**config.mk**
```make
export PLATFORM = sky130hd
export DESIGN_NAME = serial_to_parallel
export DESIGN_NICKNAME = d
export VERILOG_FILES = /design/src/rtl/ser_pkg.sv /design/src/rtl/sync_fifo.sv /design/src/rtl/serial_to_parallel.sv
export SDC_FILE = /design/constraint.sdc
export NUM_CORES = 1
export LEC_CHECK = 0
export ABC_AREA = 1
export CAP_MARGIN = 20
export CORE_ASPECT_RATIO = 1.4
export CORE_MARGIN = 5
export CORE_UTILIZATION = 40
export DETAILED_ROUTE_END_ITERATION = 8
export PLACE_DENSITY_LB_ADDON = 0.05
export SETUP_SLACK_MARGIN = 0.5
export SYNTH_ARGS = -nofsm -noshare
export SYNTH_HDL_FRONTEND = slang
export SYNTH_SLANG_ARGS = --single-unit
export TNS_END_PERCENT = 100
```
**constraint.sdc**
```tcl
create_clock -name clk -period 5.7 [get_ports clk]
set_input_delay 1.14 -clock clk [delete_from_list [all_inputs] [get_ports clk]]
set_output_delay 1.14 -clock clk [all_outputs]
set_load 0.005 [all_outputs]
```
**src/rtl/ser_pkg.sv**
```systemverilog
// Shared types and constants for the framed serial deserializer.
package ser_pkg;

  typedef enum logic [1:0] {
    IDLE   = 2'd0,
    DATA   = 2'd1,
    PARITY = 2'd2,
    STOP   = 2'd3
  } state_e;

  localparam logic START_BIT  = 1'b0;
  localparam logic STOP_BIT   = 1'b1;
  localparam logic IDLE_LEVEL = 1'b1;

  localparam int DEF_DATA_W = 8;

  // Even parity bit for a data word of arbitrary width.
  function automatic logic even_par(input logic [63:0] d);
    return ^d;
  endfunction

endpackage

```
**src/rtl/sync_fifo.sv**
```systemverilog
// Single-clock FIFO; pointers carry one extra wrap bit to tell full from empty.
module sync_fifo #(
  parameter int WIDTH = 8,
  parameter int DEPTH = 4
) (
  input  logic             clk,
  input  logic             rst,
  input  logic             push,
  input  logic             pop,
  input  logic [WIDTH-1:0] wdata,
  output logic [WIDTH-1:0] rdata,
  output logic             full,
  output logic             empty
);

  localparam int AW = (DEPTH > 1) ? $clog2(DEPTH) : 1;

  logic [AW:0]      r_wptr;
  logic [AW:0]      r_rptr;
  logic [WIDTH-1:0] r_mem [DEPTH];
  logic             w_do_push;
  logic             w_do_pop;

  assign empty = (r_wptr == r_rptr);
  assign full  = (r_wptr[AW] != r_rptr[AW]) && (r_wptr[AW-1:0] == r_rptr[AW-1:0]);

  // A pop frees the head slot this cycle, so a push into a full FIFO is legal alongside it.
  assign w_do_pop  = pop && !empty;
  assign w_do_push = push && (!full || w_do_pop);

  assign rdata = r_mem[r_rptr[AW-1:0]];

  always_ff @(posedge clk or posedge rst) begin
    if (rst) begin
      r_wptr <= '0;
      r_rptr <= '0;
      for (int i = 0; i < DEPTH; i++) r_mem[i] <= '0;
    end else begin
      if (w_do_push) begin
        r_mem[r_wptr[AW-1:0]] <= wdata;
        r_wptr                <= r_wptr + 1'b1;
      end
      if (w_do_pop) r_rptr <= r_rptr + 1'b1;
    end
  end

endmodule

```
**src/rtl/serial_to_parallel.sv**
```systemverilog
// Framed LSB-first serial receiver: start, data, optional even parity, stop.
// Good bytes go to a small output FIFO; errors are registered 1-cycle pulses.
module serial_to_parallel
  import ser_pkg::*;
#(
  parameter int DATA_W     = DEF_DATA_W,
  parameter int PARITY_EN  = 1,
  parameter int FIFO_DEPTH = 4
) (
  input  logic              clk,
  input  logic              rst,
  input  logic              serial_valid,
  input  logic              serial_in,
  output logic [DATA_W-1:0] out_data,
  output logic              out_valid,
  input  logic              out_ready,
  output logic              frame_err,
  output logic              parity_err,
  output logic              overflow,
  output logic              busy,
  output logic [15:0]       rx_count
);

  localparam int CNT_W = (DATA_W > 1) ? $clog2(DATA_W) : 1;

  state_e            r_state;
  state_e            w_state_nxt;
  logic [CNT_W-1:0]  r_cnt;
  logic [DATA_W-1:0] r_shift;
  logic              r_par_bad;
  logic              r_frame_err;
  logic              r_parity_err;
  logic              r_overflow;
  logic [15:0]       r_rx_count;

  logic w_last_bit;
  logic w_stop_eval;
  logic w_push_req;
  logic w_push;
  logic w_pop;
  logic w_full;
  logic w_empty;
  logic w_frame_err_d;
  logic w_parity_err_d;
  logic w_overflow_d;

  assign w_last_bit = (r_cnt == CNT_W'(DATA_W - 1));

  always_ff @(posedge clk or posedge rst) begin
    if (rst) r_state <= IDLE;
    else     r_state <= w_state_nxt;
  end

  // Only serial_valid cycles advance; a 0 stop bit still returns to IDLE.
  always_comb begin
    w_state_nxt = r_state;
    w_stop_eval = 1'b0;
    case (r_state)
      IDLE:   if (serial_valid && serial_in == START_BIT) w_state_nxt = DATA;
      DATA:   if (serial_valid && w_last_bit) w_state_nxt = (PARITY_EN != 0) ? PARITY : STOP;
      PARITY: if (serial_valid) w_state_nxt = STOP;
      STOP: begin
        if (serial_valid) begin
          w_state_nxt = IDLE;
          w_stop_eval = 1'b1;
        end
      end
      default: w_state_nxt = IDLE;
    endcase
  end

  assign w_frame_err_d  = w_stop_eval && (serial_in != STOP_BIT);
  assign w_parity_err_d = w_stop_eval && (serial_in == STOP_BIT) && r_par_bad;
  assign w_push_req     = w_stop_eval && (serial_in == STOP_BIT) && !r_par_bad;

  assign w_pop        = out_ready && !w_empty;
  assign w_push       = w_push_req && (!w_full || w_pop);
  assign w_overflow_d = w_push_req && w_full && !w_pop;

  always_ff @(posedge clk or posedge rst) begin
    if (rst) begin
      r_cnt     <= '0;
      r_shift   <= '0;
      r_par_bad <= 1'b0;
    end else if (serial_valid) begin
      case (r_state)
        IDLE: begin
          if (serial_in == START_BIT) begin
            r_cnt     <= '0;
            r_par_bad <= 1'b0;
          end
        end
        DATA: begin
          r_shift[r_cnt] <= serial_in;
          r_cnt          <= r_cnt + 1'b1;
        end
        PARITY:  r_par_bad <= (serial_in != even_par(64'(r_shift)));
        default: ;
      endcase
    end
  end

  always_ff @(posedge clk or posedge rst) begin
    if (rst) begin
      r_frame_err  <= 1'b0;
      r_parity_err <= 1'b0;
      r_overflow   <= 1'b0;
      r_rx_count   <= '0;
    end else begin
      r_frame_err  <= w_frame_err_d;
      r_parity_err <= w_parity_err_d;
      r_overflow   <= w_overflow_d;
      if (w_push) r_rx_count <= r_rx_count + 16'd1;
    end
  end

  sync_fifo #(
    .WIDTH (DATA_W),
    .DEPTH (FIFO_DEPTH)
  ) u_fifo (
    .clk   (clk),
    .rst   (rst),
    .push  (w_push),
    .pop   (w_pop),
    .wdata (r_shift),
    .rdata (out_data),
    .full  (w_full),
    .empty (w_empty)
  );

  assign out_valid  = !w_empty;
  assign frame_err  = r_frame_err;
  assign parity_err = r_parity_err;
  assign overflow   = r_overflow;
  assign busy       = (r_state != IDLE);
  assign rx_count   = r_rx_count;

endmodule
```
# Word-level counts from Yosys, hierarchy flattened
# Cells that the tools add are included.
word_totals:
  in_bits: 5
  reg_bits: 71
  output_inout_bits: 29
op_classes:
  reduce_logical: 30
  n_lt_le_gt_ge: 5
  bitwise_logic: 3
  add_sub_neg: 4
  mux: 20
  n_eq_ne: 13
op_table:
  columns: ["op", "n"]
  rows:
  - ["XOR reduction 64 bit", 1]
  - ["bitwise mux 32 bit", 1]
  - ["two-way mux 8 bit", 3]
  - ["adder 16 x 1 -> 16 bit, second input constant", 1]
  - ["binary-select mux 8 bit (select 2 bit)", 1]
  - ["demux 8 bit (select 2 bit)", 1]
  - ["logical AND 1 bit", 15]
  - ["!= test 2 bit, second input constant", 5]
  - ["adder 3 x 1 -> 3 bit, second input constant", 3]
  - ["bitwise mux 8 bit", 1]
  - ["two-way mux 2 bit", 4]
  - ["case mux 2 bit (4 select lines)", 1]
  - [">= comparator 3 bit, second input constant", 2]
  - ["NOT 2 -> 3 bit", 2]
  - ["case mux 3 bit (2 select lines)", 1]
  - ["AND reduction 3 bit", 2]
  - ["nonzero test 2 bit", 3]
  - ["== test 2 bit, second input constant", 2]
  - ["logical NOT 1 bit", 4]
  - ["< comparator 3 x 4 -> 1 bit, second input constant", 1]
  - ["two-way mux 1 bit", 4]
  - ["AND reduction 4 bit", 1]
  - ["demux 1 bit (select 3 bit)", 1]
  - ["== test 3 bit", 1]
  - ["12 further kinds", 14]

# Logic depth before layout (Yosys ltp)
# Gate-level depths: netlist (run 1).
logic_depth:
  word_depth: 6
  ltp_mapped: 10
  depth_no_buf: 9

# Cells and area by module
# A second synthesis (run 1) with hierarchy kept.
hier_totals:
  hier_cells: 466
  area_unflattened_um2: 3842.4
modules_own_cells:
  columns: ["mod", "cells_each", "area_each_um2", "n_inst", "seq_area_each_um2"]
  rows:
  - ["sync_fifo", 238, 2043.2, 1, 950.9]
  - ["serial_to_parallel", 228, 1799.2, 1, 825.8]

# Worst setup path after synthesis (run 1)
# Ideal clock, no wire load.
synth_timing:
  path_kind: "reg2out"
  startpoint: "register u_fifo.r_rptr[0]"
  endpoint: "output out_data[0]"
  t_arrival_ns: 1.160
  setup_slack_ns: 3.400
  path_stages_with_launch: 6
  t_required_ns: 4.560
  cell_sequence: "dfrtp_1 > buf_4 > inv_1 > clkbuf_1 > nor2_1 > o22ai_1"
synth_between:
  elab_chain_cells: 4
synth_rtl:
  columns: ["item", "line", "source"]
  rows:
  - ["start, declared", "sync_fifo.sv:19", "logic [AW:0] r_rptr;"]
  - ["start signal, assigned", "sync_fifo.sv:43", "if (w_do_pop) r_rptr <= r_rptr + 1'b1;"]
  - ["NOT 2 -> 3 bit (not written as such)", "sync_fifo.sv:31", "assign rdata = r_mem[r_rptr[AW-1:0]];"]
  - ["binary-select mux 8 bit (select 2 bit)", "sync_fifo.sv:31", null]
  - ["two-way mux 8 bit (not written as such) (2 in a row)", "sync_fifo.sv:31", null]
  - ["end, declared", "serial_to_parallel.sv:14", "output logic [DATA_W-1:0] out_data,"]
# No other way between the ends. The select of a mux whose other input is x is not followed.

# Worst setup path in the final report (run 1)
layout_timing:
  startpoint: "register u_fifo.r_rptr[0]"
  endpoint: "output out_data[1]"
# The elaborated chain is that of the path after synthesis.

==> results of run 1 <==
-- cell type report --
class,instances,area [um2]
clock inverter,4,70.1
multi-input combinational,357,1800
tap,110,138
sequential,71,1780
fill,944,4950
inverter,36,135
timing repair buffer,35,345
clock buffer,12,236
-- how the worst max path moves through the flow --
stage	start	end	slack, ns	cells past startpoint
3_5_place_dp	out_ready	rx_count[2]	2.52	6
4_1_cts	u_fifo.r_rptr[0]	out_data[1]	2.16	4
2_1_floorplan	rst	frame_err	2.76	1
3_3_place_gp	out_ready	u_fifo.r_wptr[2]	2.53	6
5_1_grt	u_fifo.r_rptr[0]	out_data[1]	1.99	4
6_report	u_fifo.r_rptr[0]	out_data[1]	2.19	4
-- sequential cells by signal, indices dropped and copies added (netlist names) --
register / cells
r_state: 2
r_par_bad: 1
u_fifo.r_wptr: 3
rx_count: 16
overflow: 1
parity_err: 1
r_shift: 8
r_cnt: 3
u_fifo.r_mem: 32
frame_err: 1
u_fifo.r_rptr: 3
-- metal layers --
| metal | vias up | share of wire | track usage |
|---|---|---|---|
| li1 | 1636 | - | - |
| met1 | 1523 | 0.47 | 0.219 |
| met2 | 57 | 0.48 | 0.286 |
| met3 | 14 | 0.037 | 0.0412 |
| met4 | 0 | 0.019 | 0.0777 |
| met5 | - | 0 | 0 |
-- cell families (layout without fill, tap and decap cells) --
family                     after synthesis  count (layout)  share of synthesized area
DFF                                     71              71                      0.460
adders and majority gates               13              13                     0.0421
buffers and inverters                   61              87                     0.0736
AOI/OAI and AO/OA                       57              57                     0.0849
xor gates and xnor gates                17              17                     0.0405
and+or+nand+nor                        270             270                      0.299
-- critical path: stages, from the launching register on --
cell and delay [ns]:
dfrtp_1 0.77, inv_1 0.43, o21ai_0 0.27, o22ai_1 0.10
clkdlybuf4s50_1 0.45
-- cells in the final DEF (no fill, tap or decap) --
master           netlist  routed
xnor2_1               12      12
xor2_1                 4       4
nand4_1               33      33
bufinv_16              0       2
nand2_1              171     171
nor2_1                39      38
o21ai_0               26      26
nand3_2                4       4
o22ai_1                8       8
nor3_1                 2       2
o21ai_1                3       3
clkinv_1               1       1
a21oi_4                2       2
ha_1                  13      13
buf_4                  4       2
a31oi_1                8       8
xor2_2                 1       1
dfrtp_1               71      71
clkdlybuf4s50_1        0      33
clkbuf_16              0       9
nand3_1               18      18
clkinv_2               0       2
inv_2                  0       1
a21oi_1               10      10
clkbuf_1               5       3
inv_1                 35      34
nor2_2                 1       2
nand2_2                2       2
-- cells in the mapped netlist --
cell type	n
nand2_1	171
xor2_1	4
buf_6	4
nand2_2	2
a21oi_1	10
dfrtp_1	71
nand4_1	33
o21ai_1	3
a31oi_1	8
buf_1	4
clkinv_1	1
ha_1	13
clkbuf_1	5
nor3_1	2
nor2_1	39
inv_1	35
buf_2	8
o22ai_1	8
o21ai_0	26
nand3_1	18
nand3_2	4
a21oi_4	2
nor2_2	1
buf_4	4
xnor2_1	12
xor2_2	1
-- per-stage QoR --
stage	hold WS, ns	total power, uW
after floorplan	0.437	1330
after detailed placement	0.453	1590
after CTS	0.467	2190
after global routing	0.488	2350
after global placement	0.451	1580
final	0.467	2170
-- report_power, final --
group,internal [uW],switching (uW)
clock,382,208
combinational,327,444
sequential,633,175
total,1340,827
==> results by group, run 1 <==
Floorplanning
  • DIE WIDTH: 93.0 um
  • Ports: 34
  • # rows: 42
  • Initial core utilization: 0.408
  • Core area: 0.00946 mm2
  • DIE AREA: 0.0117 mm2
  • Die Ht: 126 um

Synthesis
  • Sequential area share after synthesis: 0.460
  • Mapped Cells: 489
  • Netlist Area Pre-Place: 0.00386 mm2
  • Synth Register Bits: 71
  • Yosys top cell by area: dfrtp_1
  • Synth Warn #: 0
  • Synth top area share: 0.460
  • Syn Nets: 507
  • Unique masters post-synth: 26
  • Avg Cell Area, Syn: 7.90 um2
  • Synth area leaders: dfrtp_1 (46%), nand2_1 (17%), nand4_1 (5.3%)

Critical path
  • Worst EP required: 4.56 ns
  • Worst setup SP type: register
  • R2R Path Start: u_fifo.r_rptr[1]
  • Reg2reg end: rx_count[2]
  • Crit end category: output port
  • CP Data Arrival Time: 2.37 ns
  • FF-to-FF setup slack: 3.20 ns
  • Crit Path Class: register to output port
  • Crit path max fanout: 20
  • Worst R2R Path Depth: 7

Worst hold path
  • Worst min-delay path class: register to register
  • Worst hold start: u_fifo.r_mem[9]
  • Hold depth: 2
  • Hold path endpoint: u_fifo.r_mem[9]

Timing
  • Worst-margin pin slew: 0.721 ns
  • Final Hold Fails: 0
  • Fin Setup TNS: 0 ns
  • Period utilisation layout: 0.616
  • Max Clk Rate: 285 MHz
  • Rel. slew slack: 0.518
  • Slew Viols, Final: 0
  • Minimum clock period: 3.51 ns
  • Final setup viols: 0
  • RSZ-0062 raised after global routing: no
  • Fin Clk Skew: 0.00664 ns
  • Fin worst setup slack: 2.19 ns

Route
  • DR iter-0 viols: 172
  • Via count: 3,230
  • DRC: 0
  • Total length of routed wires: 9320 um
  • 1st-pass router iterations: 4
  • Post-DR wirelength/cell: 14.9 um
  • ANT nets after route: 0
  • Vias per std cell: 5.17

Pwr
  • Power density cells: 481 mW/mm2
  • Max VDD drop: 0.194 mV
  • Pleak: 0.00218 uW

Clock network
  • Post-CTS Hold Buffers: 0
  • CTS Buf Count: 9
  • Clock transition at path regs: 0.06 ns
  • Clock H-tree levels: 3
  • Post-CTS Setup Inserts: 0
  • Clock sinks: 71
  • CTS root buf: clkbuf_16
  • Worst-Skew Late Latency: 0.34 ns
  • Post-CTS sizing: 0
  • Clock Tree Buf Depth: 2
  • CTS tree: built

Cells and area
  • Antenna diodes: 0
  • Finished Layout Cells: 625
  • Share of cells above drive strength 1: 0.0524
  • Final core occ: 0.476
  • Layout area overhead: 16.7%
  • Final instance area: 0.00450 mm2
  • Fin nets: 528

Global route
  • Vias in the first global route: 3,314
  • GRT Util Overall: 0.175
  • Largest net degree at the start of global routing: 40
  • First-pass GRT wire length: 16,200 um
  • Initial antenna violation count: 0
  • Total congestion overflow: 0

Placed design
  • GP Congestion: 0.800
  • Dpl ws: 2.52 ns
  • HPWL after detailed placement: 6310 um
  • Placed cell count: 609
  • Port Buffers: 33
  • Dpl cell area: 0.00420 mm2

Run
  • Maxcap violations: 0

Outcome
  • Status: completed
Power figures use the tool's default switching activity.
==> run 2, diff against run 1 <==
- clock period: 5.7 -> 3.31 ns (I/O delays scaled with it)
==> results by group, run 2 (synthesized netlist as in run 1, its figures left out) <==
Outcome
  • Status: completed

Floorplanning
  • Ports: 34 (unchanged)
  • DIE AREA: 0.0117 mm2 (unchanged)
  • # rows: 42 (unchanged)
  • Die Ht: 126 um (unchanged)
  • Initial core utilization: 0.408 (unchanged)
  • DIE WIDTH: 93.0 um (unchanged)
  • Core area: 0.00946 mm2 (unchanged)

Clock network
  • CTS tree: built
  • Clock H-tree levels: 3 (unchanged)
  • Worst-Skew Late Latency: 0.33 ns (about the same)
  • CTS Buf Count: 9 (unchanged)
  • Post-CTS sizing: 0 (unchanged)
  • CTS root buf: clkbuf_16
  • Clock transition at path regs: 0.05 ns (about the same)
  • Post-CTS Hold Buffers: 0 (unchanged)
  • Clock Tree Buf Depth: 2 (unchanged)
  • Post-CTS Setup Inserts: 0 (unchanged)
  • Clock sinks: 71 (unchanged)

Critical path
  • Crit path max fanout: 17 (-15%)
  • Crit Path Class: register to output port
  • FF-to-FF setup slack: 1.16 ns (-2.04 ns)
  • Worst setup SP type: register
  • Crit end category: output port
  • CP Data Arrival Time: 2.02 ns (-0.35 ns)
  • R2R Path Start: u_fifo.r_rptr[1]
  • Worst EP required: 2.65 ns (-1.91 ns)
  • Worst Setup SP: u_fifo.r_rptr[0]

Route
  • Post-DR wirelength/cell: 14.8 um (-0.98%)
  • 1st-pass router iterations: 4 (unchanged)
  • DRC: 0 (unchanged)
  • Vias per std cell: 5.06 (-2.0%)
  • Total length of routed wires: 9260 um (-0.67%)
  • DR iter-0 viols: 132 (-23%)
  • Via count: 3,175 (-1.7%)
  • ANT nets after route: 0 (unchanged)

Cells and area
  • FILL cells: 985 (+4.3%)
  • Fin nets: 532 (+0.76%)
  • Final instance area: 0.00451 mm2 (about the same)
  • Commonest non-fill, non-tap cell in the layout: nand2_1
  • Most frequent cells in the layout: nand2_1 (171), dfrtp_1 (71), nor2_1 (38), inv_1 (34)
  • Final core occ: 0.476 (about the same)
  • Share of cells above drive strength 1: 0.0580 (+0.00560)
  • Top reg by flops: u_fifo.r_mem
  • Layout area overhead: 16.7% (about the same)
  • Largest register FFs: 32 (unchanged)
  • Antenna diodes: 0 (unchanged)

Placed design
  • Dpl cell area: 0.00424 mm2 (+1.0%)
  • Port Buffers: 33 (unchanged)
  • GP Congestion: 0.792 (-1.0%)
  • HPWL after detailed placement: 6160 um (-2.4%)

Pwr
  • Power density cells: 807 mW/mm2 (+68%)
  • Internal Power: 2220 uW (+65%)
  • Sequential group share of total power: 0.365 (-0.007)
  • Comb power frac: 0.392 (+0.037)
  • Net Sw Frac: 0.390 (+0.00872)
  • NetSw: 1420 uW (+71%)
  • Max VDD drop: 0.369 mV (+90%)
  • Clock power frac: 0.243 (-0.029)
  • Pleak: 0.00218 uW (+0.24%)

Timing
  • Fin Clk Skew: 0.00466 ns (-0.00198 ns)
  • Final Hold Fails: 0 (unchanged)
  • Period utilisation layout: 0.811
  • Minimum clock period: 2.68 ns
  • Fin Setup TNS: 0 ns (unchanged)
  • RSZ-0062 raised after global routing: no
  • Worst-margin pin slew: 0.549 ns (-0.172 ns)
  • Slew Viols, Final: 0 (unchanged)
  • Final setup viols: 0 (unchanged)
  • Max Clk Rate: 373 MHz
  • Rel. slew slack: 0.634 (+0.116)

Global route
  • Vias in the first global route: 3,159 (-4.7%)
  • First-pass GRT wire length: 15,800 um (-2.6%)
  • GRT Util Overall: 0.171 (-0.00421)
  • Largest net degree at the start of global routing: 72 (+80%)
  • Total congestion overflow: 0 (unchanged)
  • Initial antenna violation count: 0 (unchanged)

Worst hold path
  • Worst hold start: u_fifo.r_mem[17]
  • Worst min-delay path class: register to register

Run
  • Maxcap violations: 0 (unchanged)
[run 2: cell count changes in the layout (fill, tap and decap cells not counted)]
cell,change
clkbuf_8,+2
clkbuf_1,-1
clkinv_2,-1
bufinv_16,-2
buf_4,+3
buf_12,+1
[run 2: power by group through the flow]
stage / Sequential [uW] / Combinational, uW / Clock, uW
after global placement: 1340 / 1420 / 0
after CTS: 1330 / 1450 / 906
after floorplan: 1230 / 1050 / 0
after detailed placement: 1340 / 1440 / 0
final: 1330 / 1420 / 884
after global routing: 1370 / 1620 / 938
[run 2: path summary, 6_finish.rpt]
path,to,depth (start not counted)
min in group asynchronous,rx_count[0],3
hold reg to reg,u_fifo.r_mem[17],2
max in group asynchronous,r_cnt[2],3
setup reg to reg,u_fifo.r_wptr[2],7
hold / removal,u_fifo.r_mem[17],2
setup / recovery,out_data[3],4
[run 2: critical path: stages, from the launching register on]
cell and delay [ns]:
dfrtp_1 0.37, inv_1 0.41, nor2_1 0.12, o22ai_1 0.24
clkdlybuf4s50_1 0.54
[run 2: through the flow]
step / cells / setup slack, ns / hold WS (ns) / total power [uW]
after floorplan: 489 / 0.851 / 0.437 / 2280
after global placement: 613 / 0.814 / 0.453 / 2760
after detailed placement: 613 / 0.765 / 0.455 / 2780
after CTS: 627 / 0.595 / 0.469 / 3680
after global routing: 627 / 0.528 / 0.482 / 3930
final: 627 / 0.627 / 0.462 / 3630
[run 2: final cells by class]
cell class,instances,area (um2),share of cell area
sequential,71,1780,0.394
tap,110,138,0.0305
clock inverter,1,5.00,0.00111
timing repair buffer,39,388,0.0861
inverter,36,135,0.0300
clock buffer,13,260,0.0578
multi-input combinational,357,1800,0.400
[run 2: routing by layer]
metal | global-route usage | wire length, um
met1 | 0.217 | 4320
met2 | 0.292 | 4600
met3 | 0.0292 | 225
met4 | 0.0569 | 112
met5 | 0 | 0
==> run 3, diff against run 2 <==
- clock period: 3.31 -> 2.2 ns (I/O delays scaled with it)
==> results by group, run 3 (synthesized netlist as in run 1, its figures left out) <==
Outcome
  • Status: completed

Pwr
  • Net Sw Frac: 0.390 (-0.000417)
  • Clock power frac: 0.208 (-0.035)
  • Power density cells: 1190 mW/mm2 (+47%)
  • NetSw: 2500 uW (+76%)
  • Comb power frac: 0.476 (+0.084)
  • Sequential group share of total power: 0.317 (-0.048)
  • Internal Power: 3910 uW (+77%)
  • Pleak: 0.00274 uW (+25%)
  • Max VDD drop: 0.516 mV (+40%)
  • Total power: 6410 uW (+76%)

Clock network
  • Worst-Skew Late Latency: 0.33 ns (about the same)
  • Post-CTS Hold Buffers: 0 (unchanged)
  • Clock H-tree levels: 3 (unchanged)
  • Clock transition at path regs: 0.05 ns (about the same)
  • CTS root buf: clkbuf_16
  • CTS tree: built
  • CTS Buf Count: 9 (unchanged)
  • Clock Tree Buf Depth: 2 (unchanged)
  • Clock sinks: 71 (unchanged)

Route
  • Via count: 3,553 (+12%)
  • Total length of routed wires: 10,400 um (+13%)
  • DRC: 0 (unchanged)
  • ANT nets after route: 0 (unchanged)
  • Vias per std cell: 5.14 (+1.5%)
  • DR iter-0 viols: 151 (+14%)
  • Post-DR wirelength/cell: 15.1 um (+2.1%)
  • 1st-pass router iterations: 4 (unchanged)

Run
  • Maxcap violations: 0 (unchanged)

Placed design
  • Port Buffers: 33 (unchanged)
  • HPWL after detailed placement: 6590 um (+7.0%)
  • GP Congestion: 0.832 (+5.1%)
  • Dpl ws: 0.167 ns (-0.598 ns)

Cells and area
  • Largest register FFs: 32 (unchanged)
  • FILL cells: 869 (-12%)
  • Top reg by flops: u_fifo.r_mem
  • Most frequent cells in the layout: nand2_1 (161), dfrtp_1 (68), buf_4 (45), nand4_1 (33), nor2_1 (31)
  • Fin nets: 596 (+12%)
  • Layout area overhead: 40.1%
  • Antenna diodes: 0 (unchanged)
  • Share of cells above drive strength 1: 0.239 (+0.181)
  • Commonest non-fill, non-tap cell in the layout: nand2_1

Critical path
  • CP Data Arrival Time: 1.39 ns (-0.63 ns)
  • Max stage delay on crit path: 0.41 ns (-0.13 ns)
  • Crit path buf inv count: 2 (unchanged)
  • Crit Path Class: register to output port
  • Cell family with most CP delay: flip-flops
  • Slowest cell on crit path: dfrtp_1
  • Crit end category: output port
  • Crit-path cells: buf_12 -> xor2_2 -> a21oi_4 -> nand2_2 -> buf_6
  • Crit path max fanout: 8 (-9)
  • Worst setup SP type: register
  • Worst EP required: 1.76 ns (-0.89 ns)

Timing
  • Minimum clock period: 1.83 ns
  • Fin Clk Skew: 0.00485 ns (+0.000190 ns)
  • Final Hold Fails: 0 (unchanged)
  • Period utilisation layout: 0.830
  • Rel. slew slack: 0.627 (-0.00653)
  • RSZ-0062 raised after global routing: yes
  • Final setup viols: 0 (unchanged)
  • Slew Viols, Final: 0 (unchanged)
  • Max Clk Rate: 548 MHz
  • Fin worst setup slack: 0.375 ns (-0.252 ns)
  • Worst-margin pin slew: 0.558 ns (+0.00923 ns)
  • Fin Setup TNS: 0 ns (unchanged)

Global route
  • Total congestion overflow: 0 (unchanged)
  • GRT Util Overall: 0.177 (+0.00598)
  • Vias in the first global route: 3,361 (+6.4%)
  • Initial antenna violation count: 0 (unchanged)
  • First-pass GRT wire length: 16,500 um (+4.3%)
  • Largest net degree at the start of global routing: 31 (-57%)

Worst hold path
  • Worst min-delay path class: register to register

Floorplanning
  • Ports: 34 (unchanged)
  • Die Ht: 126 um (unchanged)
  • # rows: 42 (unchanged)
  • DIE AREA: 0.0117 mm2 (unchanged)
  • DIE WIDTH: 93.0 um (unchanged)
  • Core area: 0.00946 mm2 (unchanged)
  • Initial core utilization: 0.408 (unchanged)
[run 3: cell types whose count changed in the layout (fill, tap and decap cells not counted), moves of 8 or more]
cell | previous run | this run
o21ai_0 | 26 | 15
nand2_1 | 171 | 161
buf_4 | 5 | 45
buf_6 | 0 | 8
clkdlybuf4s50_1 | 33 | 19
buf_2 | 0 | 8
[run 3: path summary, 6_finish.rpt]
check / cells after the start / start / slack, ns / end
min reg2reg: 2 / u_fifo.r_mem[21] / 0.47 / u_fifo.r_mem[21]
max in group asynchronous: 3 / rst / 1.14 / u_fifo.r_rptr[1]
min: 2 / u_fifo.r_mem[21] / 0.47 / u_fifo.r_mem[21]
max: 5 / u_fifo.r_rptr[0] / 0.37 / out_valid
max reg2reg: 10 / u_fifo.r_rptr[0] / 0.47 / u_fifo.r_mem[25]
min in group asynchronous: 2 / rst / 0.51 / u_fifo.r_mem[5]
[run 3: final cells by class]
class	instances	area [um2]	share of cell area
clock inverters	1	5.00	0.000925
clock buffers	13	260	0.0481
well taps	110	138	0.0254
multi-input cells	358	2000	0.369
inverters	36	146	0.0271
repair buffers	102	1080	0.200
flip-flops and latches	71	1780	0.329
[run 3: what timing repair did]
action | CTS | global route
buffers inserted | 28 | 15
endpoints found under the setup margin | 73 | 75
pin swaps | 10 | 11
cloned | 2 | 7
gates resized for setup | 79 | 49
[run 3: layer usage]
metal / track usage / share of wire / vias to the layer above
met5: 0 / 0 / -
met2: 0.295 / 0.51 / 72
li1: - / - / 1777
met3: 0.0400 / 0.035 / 19
met4: 0.0613 / 0.020 / 0
met1: 0.224 / 0.43 / 1685
[run 3: tightest hold or removal path, stage by stage, from the launching register on]
cell	delay (ns)
dfrtp_1	0.34
nand2_1	0.05
nand2_1	0.04
[run 3: power by group through the flow]
stage          clock network (uW)  logic (uW)  registers [uW]
2_1_floorplan                   0        1580            1850
3_3_place_gp                    0        2230            2020
3_5_place_dp                    0        2260            2030
4_1_cts                      1350        2720            2020
5_1_grt                      1410        3390            2090
6_report                     1330        3050            2030
[run 3: metrics by stage]
stage	area, um2	hold WS (ns)	instances	util
after floorplan	3860	0.437	489	-
after global placement	4380	0.450	625	0.463
after detailed placement	4380	0.453	625	0.463
after CTS	4990	0.468	669	0.528
after global routing	5410	0.487	691	0.572
final	5410	0.468	691	0.572
